$ cat src/rtl/vec_elem_seq_if.sv
// Descriptor and element channels of the vector element sequencer.
// The slave view belongs to the sequencer; the master view is the issue
// logic that feeds it together with the lane pipeline that consumes elements.
interface vec_elem_seq_if #(
  parameter int VL_W    = 6,
  parameter int IDX_W   = 5,
  parameter int RADDR_W = 5,
  parameter int OP_W    = 4
);
  logic               req_valid;
  logic               req_ready;
  logic [VL_W-1:0]    req_vl;
  logic [RADDR_W-1:0] req_vd;
  logic [RADDR_W-1:0] req_vs1;
  logic [RADDR_W-1:0] req_vs2;
  logic [OP_W-1:0]    req_op;

  logic               el_valid;
  logic               el_ready;
  logic [IDX_W-1:0]   el_idx;
  logic [RADDR_W-1:0] el_vd;
  logic [RADDR_W-1:0] el_vs1;
  logic [RADDR_W-1:0] el_vs2;
  logic [OP_W-1:0]    el_op;
  logic               el_last;

  logic               done;
  logic               busy;

  modport slave (
    input  req_valid, req_vl, req_vd, req_vs1, req_vs2, req_op, el_ready,
    output req_ready, el_valid, el_idx, el_vd, el_vs1, el_vs2, el_op, el_last,
           done, busy
  );

  modport master (
    output req_valid, req_vl, req_vd, req_vs1, req_vs2, req_op, el_ready,
    input  req_ready, el_valid, el_idx, el_vd, el_vs1, el_vs2, el_op, el_last,
           done, busy
  );
endinterface

$ cat src/rtl/vec_elem_seq.sv
// Vector element sequencer: takes one instruction descriptor, issues its
// elements one per cycle into the lane pipeline (stalling on el_ready), then
// waits for the lane pipeline to drain and pulses done for one cycle.
// Every output is driven straight from a register.
module vec_elem_seq #(
  parameter int MAXVL      = 32,
  parameter int VL_W       = 6,
  parameter int IDX_W      = 5,
  parameter int RADDR_W    = 5,
  parameter int OP_W       = 4,
  parameter int PIPE_DEPTH = 3
) (
  input  logic           clk,
  input  logic           reset,
  vec_elem_seq_if.slave  bus
);

  // One spare bit so the "next cycle is the last" compare against 2 is
  // meaningful even when PIPE_DEPTH is 1.
  localparam int CNT_W = $clog2(PIPE_DEPTH + 2);

  typedef enum logic [1:0] {IDLE, ISSUE, DRAIN} state_t;

  state_t             state;
  logic [VL_W-1:0]    vl_eff;
  logic [IDX_W-1:0]   idx;
  logic [CNT_W-1:0]   cnt;
  logic               req_ready_r;
  logic               el_valid_r;
  logic               el_last_r;
  logic               done_r;
  logic               busy_r;
  logic [RADDR_W-1:0] vd_r;
  logic [RADDR_W-1:0] vs1_r;
  logic [RADDR_W-1:0] vs2_r;
  logic [OP_W-1:0]    op_r;

  // Saturate the requested length to the longest vector the unit supports.
  function automatic logic [VL_W-1:0] clamp_vl(input logic [VL_W-1:0] vl);
    if (vl > VL_W'(MAXVL)) return VL_W'(MAXVL);
    return vl;
  endfunction

  logic [VL_W-1:0] req_vl_eff;
  logic [VL_W-1:0] idx_ext;
  logic [VL_W-1:0] idx_next_ext;
  logic [VL_W-1:0] last_idx;
  logic            at_last;

  assign req_vl_eff   = clamp_vl(bus.req_vl);
  assign idx_ext      = VL_W'(idx);
  assign idx_next_ext = idx_ext + VL_W'(1);
  assign last_idx     = vl_eff - VL_W'(1);
  assign at_last      = (idx_ext == last_idx);

  // Control FSM with all outputs registered; el_last is precomputed for the
  // element about to be presented so it never depends on el_ready.
  always_ff @(posedge clk) begin
    if (reset) begin
      state       <= IDLE;
      vl_eff      <= '0;
      idx         <= '0;
      cnt         <= '0;
      req_ready_r <= 1'b1;
      el_valid_r  <= 1'b0;
      el_last_r   <= 1'b0;
      done_r      <= 1'b0;
      busy_r      <= 1'b0;
      vd_r        <= '0;
      vs1_r       <= '0;
      vs2_r       <= '0;
      op_r        <= '0;
    end else begin
      case (state)
        IDLE: begin
          if (bus.req_valid) begin
            vd_r        <= bus.req_vd;
            vs1_r       <= bus.req_vs1;
            vs2_r       <= bus.req_vs2;
            op_r        <= bus.req_op;
            vl_eff      <= req_vl_eff;
            idx         <= '0;
            req_ready_r <= 1'b0;
            busy_r      <= 1'b1;
            if (req_vl_eff != '0) begin
              state      <= ISSUE;
              el_valid_r <= 1'b1;
              el_last_r  <= (req_vl_eff == VL_W'(1));
            end else begin
              // Empty instruction: nothing to issue, complete next cycle.
              state  <= DRAIN;
              cnt    <= CNT_W'(1);
              done_r <= 1'b1;
            end
          end
        end
        ISSUE: begin
          if (bus.el_ready) begin
            if (at_last) begin
              state      <= DRAIN;
              cnt        <= CNT_W'(PIPE_DEPTH);
              done_r     <= (PIPE_DEPTH == 1);
              el_valid_r <= 1'b0;
              el_last_r  <= 1'b0;
            end else begin
              idx       <= idx + IDX_W'(1);
              el_last_r <= (idx_next_ext == last_idx);
            end
          end
        end
        DRAIN: begin
          if (cnt == CNT_W'(1)) begin
            state       <= IDLE;
            done_r      <= 1'b0;
            busy_r      <= 1'b0;
            req_ready_r <= 1'b1;
          end else begin
            cnt    <= cnt - CNT_W'(1);
            done_r <= (cnt == CNT_W'(2));
          end
        end
        default: state <= IDLE;
      endcase
    end
  end

  assign bus.req_ready = req_ready_r;
  assign bus.el_valid  = el_valid_r;
  assign bus.el_idx    = idx;
  assign bus.el_vd     = vd_r;
  assign bus.el_vs1    = vs1_r;
  assign bus.el_vs2    = vs2_r;
  assign bus.el_op     = op_r;
  assign bus.el_last   = el_last_r;
  assign bus.done      = done_r;
  assign bus.busy      = busy_r;

endmodule

$ cat src/flat_wrapper.sv
// flat-port wrapper written by rule: the top's interface ports become plain ports
module vec_elem_seq_flat 
#(
  parameter int MAXVL      = 32,
  parameter int VL_W       = 6,
  parameter int IDX_W      = 5,
  parameter int RADDR_W    = 5,
  parameter int OP_W       = 4,
  parameter int PIPE_DEPTH = 3
)
  (clk, reset, bus_req_valid, bus_req_vl, bus_req_vd, bus_req_vs1, bus_req_vs2, bus_req_op, bus_el_ready, bus_req_ready, bus_el_valid, bus_el_idx, bus_el_vd, bus_el_vs1, bus_el_vs2, bus_el_op, bus_el_last, bus_done, bus_busy);
  vec_elem_seq_if #(.VL_W(VL_W), .IDX_W(IDX_W), .RADDR_W(RADDR_W), .OP_W(OP_W)) bus_i ();
  input  logic clk;
  input  logic reset;
  input wire logic [$bits(bus_i.req_valid)-1:0] bus_req_valid;
  input wire logic [$bits(bus_i.req_vl)-1:0] bus_req_vl;
  input wire logic [$bits(bus_i.req_vd)-1:0] bus_req_vd;
  input wire logic [$bits(bus_i.req_vs1)-1:0] bus_req_vs1;
  input wire logic [$bits(bus_i.req_vs2)-1:0] bus_req_vs2;
  input wire logic [$bits(bus_i.req_op)-1:0] bus_req_op;
  input wire logic [$bits(bus_i.el_ready)-1:0] bus_el_ready;
  output wire logic [$bits(bus_i.req_ready)-1:0] bus_req_ready;
  output wire logic [$bits(bus_i.el_valid)-1:0] bus_el_valid;
  output wire logic [$bits(bus_i.el_idx)-1:0] bus_el_idx;
  output wire logic [$bits(bus_i.el_vd)-1:0] bus_el_vd;
  output wire logic [$bits(bus_i.el_vs1)-1:0] bus_el_vs1;
  output wire logic [$bits(bus_i.el_vs2)-1:0] bus_el_vs2;
  output wire logic [$bits(bus_i.el_op)-1:0] bus_el_op;
  output wire logic [$bits(bus_i.el_last)-1:0] bus_el_last;
  output wire logic [$bits(bus_i.done)-1:0] bus_done;
  output wire logic [$bits(bus_i.busy)-1:0] bus_busy;
  assign bus_i.req_valid = bus_req_valid;
  assign bus_i.req_vl = bus_req_vl;
  assign bus_i.req_vd = bus_req_vd;
  assign bus_i.req_vs1 = bus_req_vs1;
  assign bus_i.req_vs2 = bus_req_vs2;
  assign bus_i.req_op = bus_req_op;
  assign bus_i.el_ready = bus_el_ready;
  assign bus_req_ready = bus_i.req_ready;
  assign bus_el_valid = bus_i.el_valid;
  assign bus_el_idx = bus_i.el_idx;
  assign bus_el_vd = bus_i.el_vd;
  assign bus_el_vs1 = bus_i.el_vs1;
  assign bus_el_vs2 = bus_i.el_vs2;
  assign bus_el_op = bus_i.el_op;
  assign bus_el_last = bus_i.el_last;
  assign bus_done = bus_i.done;
  assign bus_busy = bus_i.busy;
  vec_elem_seq #(.MAXVL(MAXVL), .VL_W(VL_W), .IDX_W(IDX_W), .RADDR_W(RADDR_W), .OP_W(OP_W), .PIPE_DEPTH(PIPE_DEPTH)) u_core (.clk(clk), .reset(reset), .bus(bus_i));
endmodule
$ cat config.mk
export PLATFORM = sky130hd
export DESIGN_NAME = vec_elem_seq_flat
export DESIGN_NICKNAME = d
export VERILOG_FILES = /design/src/rtl/vec_elem_seq_if.sv /design/src/rtl/vec_elem_seq.sv /design/src/flat_wrapper.sv
export SDC_FILE = /design/constraint.sdc
export NUM_CORES = 1
export LEC_CHECK = 0
export ABC_AREA = 1
export CORE_MARGIN = 2
export CORE_UTILIZATION = 50
export CTS_BUF_LIST = sky130_fd_sc_hd__clkbuf_4
export CTS_CLUSTER_SIZE = 40
export DETAILED_ROUTE_END_ITERATION = 8
export PLACE_DENSITY = 0.91
export SLEW_MARGIN = 20
export SYNTH_ARGS = -nofsm -noshare
export SYNTH_HDL_FRONTEND = slang
export SYNTH_SLANG_ARGS = --single-unit
$ cat constraint.sdc
create_clock -name clk -period 2.7 [get_ports clk]
set_clock_uncertainty 0.2 [all_clocks]
set_input_delay 0.405 -clock clk [delete_from_list [all_inputs] [get_ports clk]]
set_output_delay 0.405 -clock clk [all_outputs]
set_load 0.01 [all_outputs]
==> results.py <==
metrics = {
    "run_status": {
        "outcome": "finished, final reports clean",
    },
    "power": {
        "clockPowerShare_pct": 15.5,
        "p_sw_share_pct": 40.6,
        "power_density_nw_per_um2": 899,
        "p_leak_nw": 1.24,
        "cellInternalPower_w": 0.00152,
        "p_seq_share_pct": 33.5,
        "combPwrFrac_pct": 51.0,
        "switching_power_w": 0.00104,
        "ir_worst_vdd_mv": 0.489,
    },
    "logic_synthesis": {
        "synth.net_count": 347,
        "avgSynthCellArea_um2": 6.95,
        "ys.warnings.count": 0,
        "synth-compound-area-share_pct": 12.6,
        "netlist_instances": 309,
        "yosys.area_share.simple_pct": 34.1,
        "yosys-mux-area-fraction_pct": 0,
        "synthAdderAreaFrac_pct": 5.24,
        "yosysUniqueCellTypes": 32,
        "ys_seq_elements": 40,
        "seq_area_frac_synth_pct": 37.3,
        "synthesis.area_um2": 2150,
        "synth_top_family_by_area": "simple AND/OR/NAND/NOR gates",
        "synth_xor_xnor_area_share_pct": 2.45,
    },
    "final_layout": {
        "multi_input_area_um2": 1170,
        "area_growth_pct": 32.4,
        "drive_gt1_share_pct": 8.42,
        "nets": 405,
        "final_common_cell": "nor2_1",
        "regArea_um2": 801,
        "num-fill-cells": 339,
        "layout_common_cells": "nor2_1 (61), nand2_1 (57), clkdlybuf4s50_1 (57)",
        "diodes": 0,
        "utilization_pct": 70.1,
    },
    "critical_path": {
        "cp-start-kind": "flip-flop",
        "crit_required_ns": 2.79,
        "cp.arrival_ns": 2.25,
        "cpMaxStageDelayCell": "dfxtp_1",
        "worstPathMaxFanout": 7,
        "endpoint_kind": "flip-flop",
        "critPathMaxStageDelay_ns": 0.38,
        "crit_path_cell_trace": "inv_2 -> ha_1 -> nand2_1 -> inv_1 -> nor2_1 -> nand2_1 -> nor2_2 -> nand3_2 -> o21bai_4 -> nand3_4 -> nand2_1 -> nand2_1 -> nor2_1",
        "cpMostUsedCell": "nand2_1",
        "crit_type": "flip-flop to flip-flop",
    },
    "routing": {
        "wl_per_cell_um": 12.6,
        "ant_nets": 0,
        "vias": 2156,
        "wirelength_mm": 5.29,
        "via_per_inst": 5.16,
        "drtIter0Drc": 102,
        "drc": 0,
        "drt_pre_antenna_iters": 4,
    },
    "job": {
        "max-cap-violations": 0,
    },
    "timing": {
        "period_share_pct": 80.2,
        "final_hold_viol_count": 0,
        "fin_setup_tns_ns": 0,
        "slew_violations": 0,
        "rsz0062_at_grt": "false",
        "setup_viol": 0,
        "fin_crit_ns": 2.17,
        "fmax_mhz": 462,
        "holdWs_ns": 0.271,
        "slew_headroom_pct": 54.5,
        "worst_slew_pin_slew_ns": 0.682,
    },
    "cts": {
        "cts-hold-fix-buffers": 0,
        "insertion_delay_ns": 0.35,
        "clk_pin_slew_worst_paths_ns": 0.13,
        "cts_inserted_buffers": 5,
        "clock_sinks": 40,
        "cts_setup_buffers": 0,
        "cts_tree": "built",
        "clockBufferDepth": 2,
        "clockRootBuffer": "clkbuf_4",
        "cts-htree-levels": 2,
        "cts_resized": 0,
    },
    "worst_hold_path": {
        "hp-class": "flip-flop to flip-flop",
    },
    "global_routing": {
        "grt_max_degree": 27,
        "grt_pass1_vias": 2128,
        "grt_pass1_wl_mm": 8.99,
        "grt_remaining_overflow": 0,
        "grt.total_usage_pct": 22.6,
        "antenna_found_initial": 0,
    },
    "floorplanning": {
        "core_um2": 4060,
        "die_x_um": 69.6,
        "die_h_um": 69.6,
        "dieArea_um2": 4840,
        "initial_core_util_pct": 52.9,
        "num_rows": 23,
        "num_io_pins": 58,
    },
    "place": {
        "port_buffers": 57,
        "dp_hpwl_mm": 4.01,
        "finalWeightedCongestion": 0.861,
    },
}
## layer usage
layer | track usage, % | vias up | part of all wire, %
met4 | 9.37 | 0 | 2.1
met3 | 5.38 | 11 | 4.9
met1 | 25.9 | 977 | 44
met2 | 40.2 | 63 | 49
met5 | 0 | - | 0
li1 | - | 1105 | -
## metrics by stage
step	setup WS (ns)	cell area, um2	power (W)	cells
3_3_place_gp	0.502	2760	0.00212	410
4_1_cts	0.558	2840	0.00257	418
5_1_grt	0.365	2840	0.00277	418
2_1_floorplan	0.814	2150	0.00170	309
6_report	0.534	2840	0.00256	418
3_5_place_dp	0.429	2760	0.00216	410
## Yosys cell counts, drive strengths merged
library cell | instances | area share (%)
buf | 3 | 0.82
or2 | 2 | 0.58
o211a | 1 | 0.47
clkbuf | 6 | 1.0
a21oi | 15 | 3.7
nand3b | 1 | 0.35
o21ai | 25 | 5.8
inv | 36 | 6.3
nor2 | 64 | 12
nor3 | 3 | 0.70
ha | 9 | 5.2
dfxtp | 40 | 37
clkinv | 1 | 0.17
xor2 | 3 | 1.2
nand4 | 10 | 2.9
a211oi | 2 | 0.70
xnor2 | 3 | 1.2
o22ai | 1 | 0.29
o21bai | 1 | 0.87
nand3 | 19 | 6.6
nand2 | 62 | 11
a41oi | 1 | 0.41
a22oi | 1 | 0.35
## state kept, by name (all words and copies together) (netlist names)
name                  flops
u_core.vl_eff             6
u_core.bus.el_idx         5
u_core.bus.el_vd          5
u_core.bus.el_vs1         5
u_core.bus.el_vs2         5
u_core.bus.el_op          4
u_core.cnt                3
u_core.state              2
u_core.bus.busy           1
u_core.bus.done           1
u_core.bus.el_last        1
u_core.bus.el_valid       1
u_core.bus.req_ready      1
## critical path: cells and delay by family, from the launching register on
family	cells	cell delay, ns
AO/OA/AOI/OAI	1	0.27
adder cells (fa/ha/maj)	1	0.35
buffers and inverters	2	0.12
flip-flops	1	0.38
AND/OR/NAND/NOR	9	0.79
## power groups by stage
stage | logic (W) | registers, W | clock network [W]
2_1_floorplan | 0.000787 | 0.000916 | 0
3_3_place_gp | 0.00126 | 0.000863 | 0
3_5_place_dp | 0.00129 | 0.000870 | 0
4_1_cts | 0.00130 | 0.000856 | 0.000408
5_1_grt | 0.00146 | 0.000878 | 0.000433
6_report | 0.00130 | 0.000857 | 0.000395
## layout make-up
cell class | count | share of cell area (%)
multi-input combinational | 223 | 41.1
sequential | 40 | 28.2
timing repair buffer | 60 | 20.9
inverter | 37 | 4.88
tap | 50 | 2.20
clock inverter | 3 | 1.50
clock buffer | 5 | 1.32
## path summary, 6_finish.rpt
| check | startpoint | endpoint | slack [ns] | cells after the start |
|---|---|---|---|---|
| max | u_core.vl_eff[0] | u_core.cnt[2] | 0.53 | 13 |
| min reg2reg | u_core.bus.req_ready | u_core.bus.req_ready | 0.27 | 2 |
| max reg2reg | u_core.vl_eff[0] | u_core.cnt[2] | 0.53 | 13 |
| min | u_core.bus.req_ready | u_core.bus.req_ready | 0.27 | 2 |
## cells by family (layout without fill, tap and decap cells)
logic type / Yosys count / after routing
buf+inv: 46 / 105
fa+ha+maj: 9 / 9
xor+xnor: 6 / 6
flops: 40 / 40
simple gates: 161 / 161
compound gates: 47 / 47
(Power assumes the default switching activity.)
